==> src/rtl/sound_square_channel.sv <==
`default_nettype none
// ============================================================================
// Module   : sound_square_channel
// Purpose  : Square-wave sound channel with optional frequency sweep, volume
//            envelope, length counter, 512 Hz frame sequencer and duty
//            waveform generator. Registers NRx0..NRx4 live at
//            BASE_ADDR..BASE_ADDR+4.
// Ports    : I_CLK          system clock
//            I_RESET        synchronous active-high reset
//            I_SOUND_EN     master sound enable; low holds everything in reset
//            I_IOREG_ADDR   register address
//            I_IOREG_WDATA  write data
//            I_IOREG_WE_L   active-low write strobe
//            O_IOREG_RDATA  masked readback (0xFF when not addressed)
//            O_IOREG_HIT    address falls inside this channel's window
//            O_CH_ON        channel enabled status
//            O_SAMPLE       4-bit output sample for the mixer
// Revision : 1.0 - initial release
// ============================================================================
module sound_square_channel #(
  parameter logic [15:0] BASE_ADDR          = 16'hFF10,
  parameter int          HAS_SWEEP          = 1,
  parameter int          CLKS_PER_FS_TICK   = 64453,
  parameter int          CLKS_PER_FREQ_TICK = 32
) (
  input  logic        I_CLK,
  input  logic        I_RESET,
  input  logic        I_SOUND_EN,
  input  logic [15:0] I_IOREG_ADDR,
  input  logic [7:0]  I_IOREG_WDATA,
  input  logic        I_IOREG_WE_L,
  output logic [7:0]  O_IOREG_RDATA,
  output logic        O_IOREG_HIT,
  output logic        O_CH_ON,
  output logic [3:0]  O_SAMPLE
);

  localparam int c_FS_W = (CLKS_PER_FS_TICK > 1) ? $clog2(CLKS_PER_FS_TICK) : 1;
  localparam int c_FQ_W = (CLKS_PER_FREQ_TICK > 1) ? $clog2(CLKS_PER_FREQ_TICK) : 1;
  localparam logic [c_FS_W-1:0] c_FS_LAST = c_FS_W'(CLKS_PER_FS_TICK - 1);
  localparam logic [c_FQ_W-1:0] c_FQ_LAST = c_FQ_W'(CLKS_PER_FREQ_TICK - 1);
  localparam logic c_HAS_SWEEP = (HAS_SWEEP != 0);

  // Register file
  logic [7:0] r_nr0, r_nr1, r_nr2, r_nr3, r_nr4;

  // Channel state
  logic              r_on;
  logic [c_FS_W-1:0] r_fs_div;
  logic [2:0]        r_fs_step;
  logic [c_FQ_W-1:0] r_fq_div;
  logic [6:0]        r_len;
  logic [3:0]        r_vol;
  logic [2:0]        r_env_timer;
  logic [10:0]       r_shadow;
  logic [3:0]        r_sweep_timer;
  logic              r_sweep_en;
  logic [11:0]       r_period_timer;
  logic [2:0]        r_duty_pos;
  logic [3:0]        r_sample;

  // Sweep arithmetic in 12 bits so bit 11 flags an overflow past 2047.
  function automatic logic [11:0] f_sweep(input logic [10:0] sh,
                                          input logic [2:0]  shift,
                                          input logic        neg);
    logic [11:0] d;
    d = {1'b0, sh} >> shift;
    return neg ? ({1'b0, sh} - d) : ({1'b0, sh} + d);
  endfunction

  // ---------------------------------------------------------------- decode
  logic        w_rst;
  logic [15:0] w_offset;
  logic        w_hit, w_we;
  logic        w_wr0, w_wr1, w_wr2, w_wr3, w_wr4;
  logic        w_trig, w_dac_on, w_dac_off_wr;

  assign w_rst    = I_RESET | ~I_SOUND_EN;
  assign w_offset = I_IOREG_ADDR - BASE_ADDR;
  assign w_hit    = (w_offset < 16'd5);
  assign w_we     = ~I_IOREG_WE_L & w_hit;
  assign w_wr0    = w_we & (w_offset[2:0] == 3'd0) & c_HAS_SWEEP;
  assign w_wr1    = w_we & (w_offset[2:0] == 3'd1);
  assign w_wr2    = w_we & (w_offset[2:0] == 3'd2);
  assign w_wr3    = w_we & (w_offset[2:0] == 3'd3);
  assign w_wr4    = w_we & (w_offset[2:0] == 3'd4);
  assign w_trig   = w_wr4 & I_IOREG_WDATA[7];
  assign w_dac_on = |r_nr2[7:3];
  assign w_dac_off_wr = w_wr2 & (I_IOREG_WDATA[7:3] == 5'd0);

  // ------------------------------------------------------------- frequency
  logic [10:0] w_freq, w_trig_freq;
  logic [2:0]  w_sw_period, w_sw_shift;
  logic        w_sw_neg;
  logic [11:0] w_trig_new, w_sw_new;
  logic        w_trig_ovf;

  assign w_freq      = {r_nr4[2:0], r_nr3};
  // The trigger write carries the new frequency high bits itself.
  assign w_trig_freq = {I_IOREG_WDATA[2:0], r_nr3};
  assign w_sw_period = r_nr0[6:4];
  assign w_sw_neg    = r_nr0[3];
  assign w_sw_shift  = r_nr0[2:0];
  assign w_trig_new  = f_sweep(w_trig_freq, w_sw_shift, w_sw_neg);
  assign w_sw_new    = f_sweep(r_shadow, w_sw_shift, w_sw_neg);
  assign w_trig_ovf  = c_HAS_SWEEP & (w_sw_shift != 3'd0) & w_trig_new[11];

  // -------------------------------------------------------- timing strobes
  logic w_fs_tick, w_fq_tick, w_len_clk, w_env_clk, w_sweep_clk;

  assign w_fs_tick   = (r_fs_div == c_FS_LAST);
  assign w_fq_tick   = (r_fq_div == c_FQ_LAST);
  // The step clocked is the one held before the advance.
  assign w_len_clk   = w_fs_tick & ~r_fs_step[0];
  assign w_sweep_clk = w_fs_tick & (r_fs_step[1:0] == 2'b10) & c_HAS_SWEEP;
  assign w_env_clk   = w_fs_tick & (r_fs_step == 3'd7);

  // ---------------------------------------------------------- duty pattern
  logic [7:0] w_duty_pat;
  logic       w_duty_bit;

  // Patterns are written position 0 (MSB) to position 7 (LSB).
  always_comb begin
    w_duty_pat = 8'b0000_0001;
    case (r_nr1[7:6])
      2'd0:    w_duty_pat = 8'b0000_0001;
      2'd1:    w_duty_pat = 8'b1000_0001;
      2'd2:    w_duty_pat = 8'b1000_0111;
      default: w_duty_pat = 8'b0111_1110;
    endcase
  end

  assign w_duty_bit = w_duty_pat[3'd7 - r_duty_pos];

  // ------------------------------------------------------------- sequential
  always_ff @(posedge I_CLK) begin
    if (w_rst) begin
      r_nr0          <= 8'h00;
      r_nr1          <= 8'h00;
      r_nr2          <= 8'h00;
      r_nr3          <= 8'h00;
      r_nr4          <= 8'h00;
      r_on           <= 1'b0;
      r_fs_div       <= '0;
      r_fs_step      <= 3'd0;
      r_fq_div       <= '0;
      r_len          <= 7'd0;
      r_vol          <= 4'd0;
      r_env_timer    <= 3'd0;
      r_shadow       <= 11'd0;
      r_sweep_timer  <= 4'd0;
      r_sweep_en     <= 1'b0;
      r_period_timer <= 12'd0;
      r_duty_pos     <= 3'd0;
      r_sample       <= 4'd0;
    end else begin
      // Dividers
      if (w_fs_tick) begin
        r_fs_div  <= '0;
        r_fs_step <= r_fs_step + 3'd1;
      end else begin
        r_fs_div  <= r_fs_div + 1'b1;
      end
      r_fq_div <= w_fq_tick ? '0 : r_fq_div + 1'b1;

      if (w_trig) begin
        r_on           <= w_dac_on & ~w_trig_ovf;
        if (r_len == 7'd0) r_len <= 7'd64;
        r_period_timer <= 12'd2048 - {1'b0, w_trig_freq};
        r_vol          <= r_nr2[7:4];
        r_env_timer    <= r_nr2[2:0];
        r_shadow       <= w_trig_freq;
        r_sweep_timer  <= (w_sw_period == 3'd0) ? 4'd8 : {1'b0, w_sw_period};
        r_sweep_en     <= (w_sw_period != 3'd0) | (w_sw_shift != 3'd0);
      end else begin
        // Length counter
        if (w_len_clk && r_nr4[6] && (r_len != 7'd0)) begin
          r_len <= r_len - 7'd1;
          if (r_len == 7'd1) r_on <= 1'b0;
        end

        // Envelope; a zero timer is treated as already expired.
        if (w_env_clk && (r_nr2[2:0] != 3'd0)) begin
          if (r_env_timer <= 3'd1) begin
            r_env_timer <= r_nr2[2:0];
            if (r_nr2[3]) begin
              if (r_vol != 4'd15) r_vol <= r_vol + 4'd1;
            end else begin
              if (r_vol != 4'd0)  r_vol <= r_vol - 4'd1;
            end
          end else begin
            r_env_timer <= r_env_timer - 3'd1;
          end
        end

        // Sweep; a new frequency is written back into NRx3/NRx4[2:0].
        if (w_sweep_clk) begin
          if (r_sweep_timer <= 4'd1) begin
            r_sweep_timer <= (w_sw_period == 3'd0) ? 4'd8 : {1'b0, w_sw_period};
            if (r_sweep_en && (w_sw_period != 3'd0)) begin
              if (w_sw_new[11]) begin
                r_on <= 1'b0;
              end else if (w_sw_shift != 3'd0) begin
                r_shadow   <= w_sw_new[10:0];
                r_nr3      <= w_sw_new[7:0];
                r_nr4[2:0] <= w_sw_new[10:8];
              end
            end
          end else begin
            r_sweep_timer <= r_sweep_timer - 4'd1;
          end
        end

        // Period timer / duty position only run while the channel plays.
        if (r_on && w_fq_tick) begin
          if (r_period_timer <= 12'd1) begin
            r_period_timer <= 12'd2048 - {1'b0, w_freq};
            r_duty_pos     <= r_duty_pos + 3'd1;
          end else begin
            r_period_timer <= r_period_timer - 12'd1;
          end
        end
      end

      // CPU register writes land after the sweep write-back so they win.
      if (w_wr0) r_nr0 <= I_IOREG_WDATA;
      if (w_wr1) begin
        r_nr1 <= I_IOREG_WDATA;
        r_len <= 7'd64 - {1'b0, I_IOREG_WDATA[5:0]};
      end
      if (w_wr2) r_nr2 <= I_IOREG_WDATA;
      if (w_wr3) r_nr3 <= I_IOREG_WDATA;
      if (w_wr4) r_nr4 <= I_IOREG_WDATA;

      // Turning the DAC off wins over everything else that cycle.
      if (w_dac_off_wr) r_on <= 1'b0;

      r_sample <= w_duty_bit ? r_vol : 4'd0;
    end
  end

  // --------------------------------------------------------------- outputs
  always_comb begin
    O_IOREG_RDATA = 8'hFF;
    if (w_hit) begin
      case (w_offset[2:0])
        3'd0:    O_IOREG_RDATA = c_HAS_SWEEP ? (r_nr0 | 8'h80) : 8'hFF;
        3'd1:    O_IOREG_RDATA = r_nr1 | 8'h3F;
        3'd2:    O_IOREG_RDATA = r_nr2;
        3'd4:    O_IOREG_RDATA = r_nr4 | 8'hBF;
        default: O_IOREG_RDATA = 8'hFF;
      endcase
    end
  end

  assign O_IOREG_HIT = w_hit;
  assign O_CH_ON     = r_on;
  assign O_SAMPLE    = r_on ? r_sample : 4'd0;

endmodule

`default_nettype wire

==> config.mk <==
export PLATFORM = sky130hd
export DESIGN_NAME = sound_square_channel
export DESIGN_NICKNAME = d
export VERILOG_FILES = /design/src/rtl/sound_square_channel.sv
export SDC_FILE = /design/constraint.sdc
export NUM_CORES = 1
export LEC_CHECK = 0
export ABC_AREA = 1
export BUFFER_PORTS_ARGS = -buffer_cell sky130_fd_sc_hd__clkbuf_2
export CORE_MARGIN = 2
export CORE_UTILIZATION = 60
export CTS_CLUSTER_DIAMETER = 100
export DETAILED_ROUTE_END_ITERATION = 8
export HOLD_SLACK_MARGIN = 0.12
export PLACE_DENSITY = 0.87
export REMOVE_ABC_BUFFERS = 1
export SYNTH_ARGS = -nofsm -noshare
export SYNTH_HDL_FRONTEND = slang
export SYNTH_SLANG_ARGS = --single-unit
==> constraint.sdc <==
create_clock -name I_CLK -period 4.3 [get_ports I_CLK]
set_input_delay 0.43 -clock I_CLK [delete_from_list [all_inputs] [get_ports I_CLK]]
set_output_delay 0.43 -clock I_CLK [all_outputs]
set_load 0.05 [all_outputs]
==> metrics.cfg <==
[place]
place_congestion = 0.9750
dp_cells = 1533
dpl.hpwl_um = 16630
port_buffers = 41
placed_area_um2 = 8685

[sta]
skew_ns = 0.01067
fmax_mhz = 253.5
timing.final.crit_period_ns = 3.945
tightest_slew_ns = 0.9226
slew_headroom_pct = 38.26
setup_viol = 0
rsz0062_at_grt = no
slew_viol_final = 0
hold_viol = 0
period_share_pct = 91.75
fin_tns_setup_ns = 0

[cells_and_area]
final_cell_area_um2 = 8977
area_delta_synth_final_pct = 7.620
multi_input_area_um2 = 5359
drive_gt1_share_pct = 8.400
final_util_pct = 65.44
fin_cells = 1550
regArea_um2 = 2062
nets = 1440
fill_cells = 1219

[synth]
ys_ff_latch = 103
ys_warn_count = 0
synthArstFlopShare_pct = 0
syn_avg_cell_area_um2 = 6.253
synth_area_leaders = dfxtp_1 25%, nand2_1 14%, inv_1 8.0%
synth_edf_count = 0
yosysSeqAreaShare_pct = 24.72
synth_cells = 1334
yosysTopAreaCell = dfxtp_1
synth_flop_cell = dfxtp_1
syn_area_um2 = 8342
synth_top_area_share_pct = 24.72
synth_commonest_cells = 320 x nand2_1, 177 x inv_1, 132 x nand3_1
ys_types = 51
synth_most_common_cell = nand2_1

[floorplanning]
coreArea_um2 = 13720
die_area_um2 = 14860
initial_core_util_pct = 60.80
fp.dieH_um = 121.9
io_pins = 42
row_count = 43
die_w_um = 121.9

[cts]
cts_root_buffer = clkbuf_16
cts_tree = yes
cts-htree-levels = 3
clk_path_buf_depth = 2
clk_latency_ns = 0.36
cts.clk_slew.worst_paths_ns = 0.08
hold_buffers = 0
cts.sinks = 103
cts_buffers = 9
cts_setup_buffers = 0

[global_route]
grt_pass1_wl_um = 36140
grt-ovfl-total = 0
antenna_found_initial = 1
grt_start_max_net_pins = 63
grt_pass1_vias = 7883
grt.total_usage_pct = 29.99

[route]
drc = 0
first_pass_iters = 6
ant_nets = 0
viasPerCell = 5.663
drt_iter0_markers = 824
routed_wl_um = 22240
wire_per_inst_um = 14.35
vias = 8778

[worst_hold_path]
hp-start = I_IOREG_WDATA[7]
hold_path.class = in -> reg
hold_end = r_nr1[7]
whs_path_depth = 3

[pwr]
power_w = 0.001885
combPwrFrac_pct = 6.4
vdd.ir_drop.worst_v = 0.0002266
power_frac_seq_pct = 50.7
power.switching_w = 0.0004882
leakage_nw = 4.388
switching_share_pct = 25.90
power_density_nw_per_um2 = 210.0
internal_power_w = 0.001397
power_frac_clock_pct = 42.9

[worst_setup_path]
ff2ff_path_depth = 24
crit_fanout = 17
crit_required_ns = 4.55
setup.worst_path.start_class = register
worst_ep_arrival_time_ns = 4.20
cp-end-kind = register
timing.rr.end = r_shadow[4]
worstSetupPathType = reg -> reg
r2r_slack_ns = 0.35
regToRegStartpoint = r_nr0[0]

[job]
drv_cap = 0

[status]
status = finished, final reports clean

cell type report:
cell class	instances	share of cell area [%]
multi-input cells	1004	59.69
diodes	1	0.02787
repair buffers	59	3.791
clock inverters	7	0.6690
clock buffers	9	2.509
flip-flops and latches	103	22.97
inverters	187	7.833
well taps	180	2.509
logic make-up (layout without fill, tap and decap cells):
logic type | after synthesis | in the layout | share of synthesized area (%)
AND/OR/NAND/NOR | 681 | 681 | 35.80
buffers and inverters | 227 | 262 | 11.25
AO/OA/AOI/OAI | 213 | 213 | 14.34
flip-flops | 103 | 103 | 24.72
XOR/XNOR | 62 | 62 | 6.510
adder cells (fa/ha/maj) | 48 | 48 | 7.380
other | 0 | 1 | 0
cell usage in the layout (no fill, tap or decap), types with 5 or more instances in the layout:
cell type / netlist / final
ha_1: 46 / 46
o211ai_1: 11 / 11
or2_2: 10 / 10
inv_2: 6 / 6
nor3b_1: 6 / 5
clkbuf_16: 0 / 9
nand4_1: 31 / 31
a31oi_1: 6 / 6
buf_4: 4 / 18
o21ai_0: 84 / 84
dfxtp_1: 103 / 103
clkbuf_2: 1 / 41
o21ai_1: 12 / 12
xnor2_1: 15 / 15
xor2_1: 47 / 47
a21oi_1: 74 / 74
o2111ai_1: 6 / 6
inv_1: 177 / 177
nand2_1: 320 / 320
nor4_1: 6 / 6
nand3_1: 132 / 132
nand2_2: 7 / 6
nor3_1: 27 / 27
nor2_1: 130 / 129
worst max-delay path, stage by stage (launching register included):
cell     delay [ns]
dfxtp_1        0.33
inv_2          0.20
nand2_1        0.11
nand3_1        0.08
nand2_1        0.07
o21ai_1        0.27
inv_1          0.09
ha_1           0.20
and2_1         0.19
nand2_1        0.09
o21ai_0        0.09
xor2_1         0.19
inv_1          0.06
ha_1           0.34
a21oi_1        0.22
o21a_1         0.13
o21ai_0        0.10
a21oi_1        0.14
nand3_1        0.14
nand2_4        0.24
nand2_2        0.21
nand3_1        0.14
nand3_1        0.11
nand2_1        0.07
inv_1          0.04
routing by layer:
layer	share of wire (%)	up-vias	wire (um)	global-route usage, %
li1	-	4416	-	-
met3	7.8	75	1725	3.979
met4	3.2	0	718	11.78
met1	42	3938	9432	39.25
met2	47	349	10370	50.10
met5	0	-	0	0
sequential cells by signal, summed over array words and instances (netlist names):
signal          count
r_nr1               2
r_env_timer         3
O_CH_ON             1
r_shadow           11
r_len               7
r_nr4               4
r_fs_step           3
r_duty_pos          3
r_period_timer     12
r_nr0               7
r_fq_div            5
r_fs_div           16
r_sample            4
r_nr2               8
r_sweep_timer       4
r_nr3               8
r_vol               4
r_sweep_en          1
power by group through the flow:
| stage | sequential [W] | combinational [W] | clock (W) |
|---|---|---|---|
| 2_1_floorplan | 0.000978 | 0.0000672 | 0 |
| 5_1_grt | 0.000956 | 0.000133 | 0.000844 |
| 6_report | 0.000956 | 0.000121 | 0.000808 |
| 4_1_cts | 0.000956 | 0.000119 | 0.000814 |
| 3_3_place_gp | 0.000979 | 0.000116 | 0 |
| 3_5_place_dp | 0.000979 | 0.000118 | 0 |
through the flow:
stage	hold slack, ns	worst slack [ns]
after floorplan	0.4175	0.2937
after global placement	0.4311	0.5668
after CTS	0.4124	0.3592
final	0.4220	0.3547
after global routing	0.4324	0.03428
after detailed placement	0.4444	0.4024
worst max-delay path by stage:
stage,start,end,slack [ns],depth (start not counted)
floorplan,r_nr0[0],r_nr3[0],0.29,23
global placement,r_nr0[0],r_nr4[1],0.57,23
detailed placement,r_nr0[0],r_shadow[4],0.40,24
CTS,r_nr0[0],r_shadow[4],0.36,24
global route,r_nr0[0],r_nr4[1],0.03,24
finish,r_nr0[0],r_shadow[4],0.35,24
what timing repair did:
action / CTS / global route
endpoints found under the hold margin: 0 / 0
endpoints found under the setup margin: 0 / 4
gates resized for setup: 0 / 1
Power figures use the tool's default switching activity.
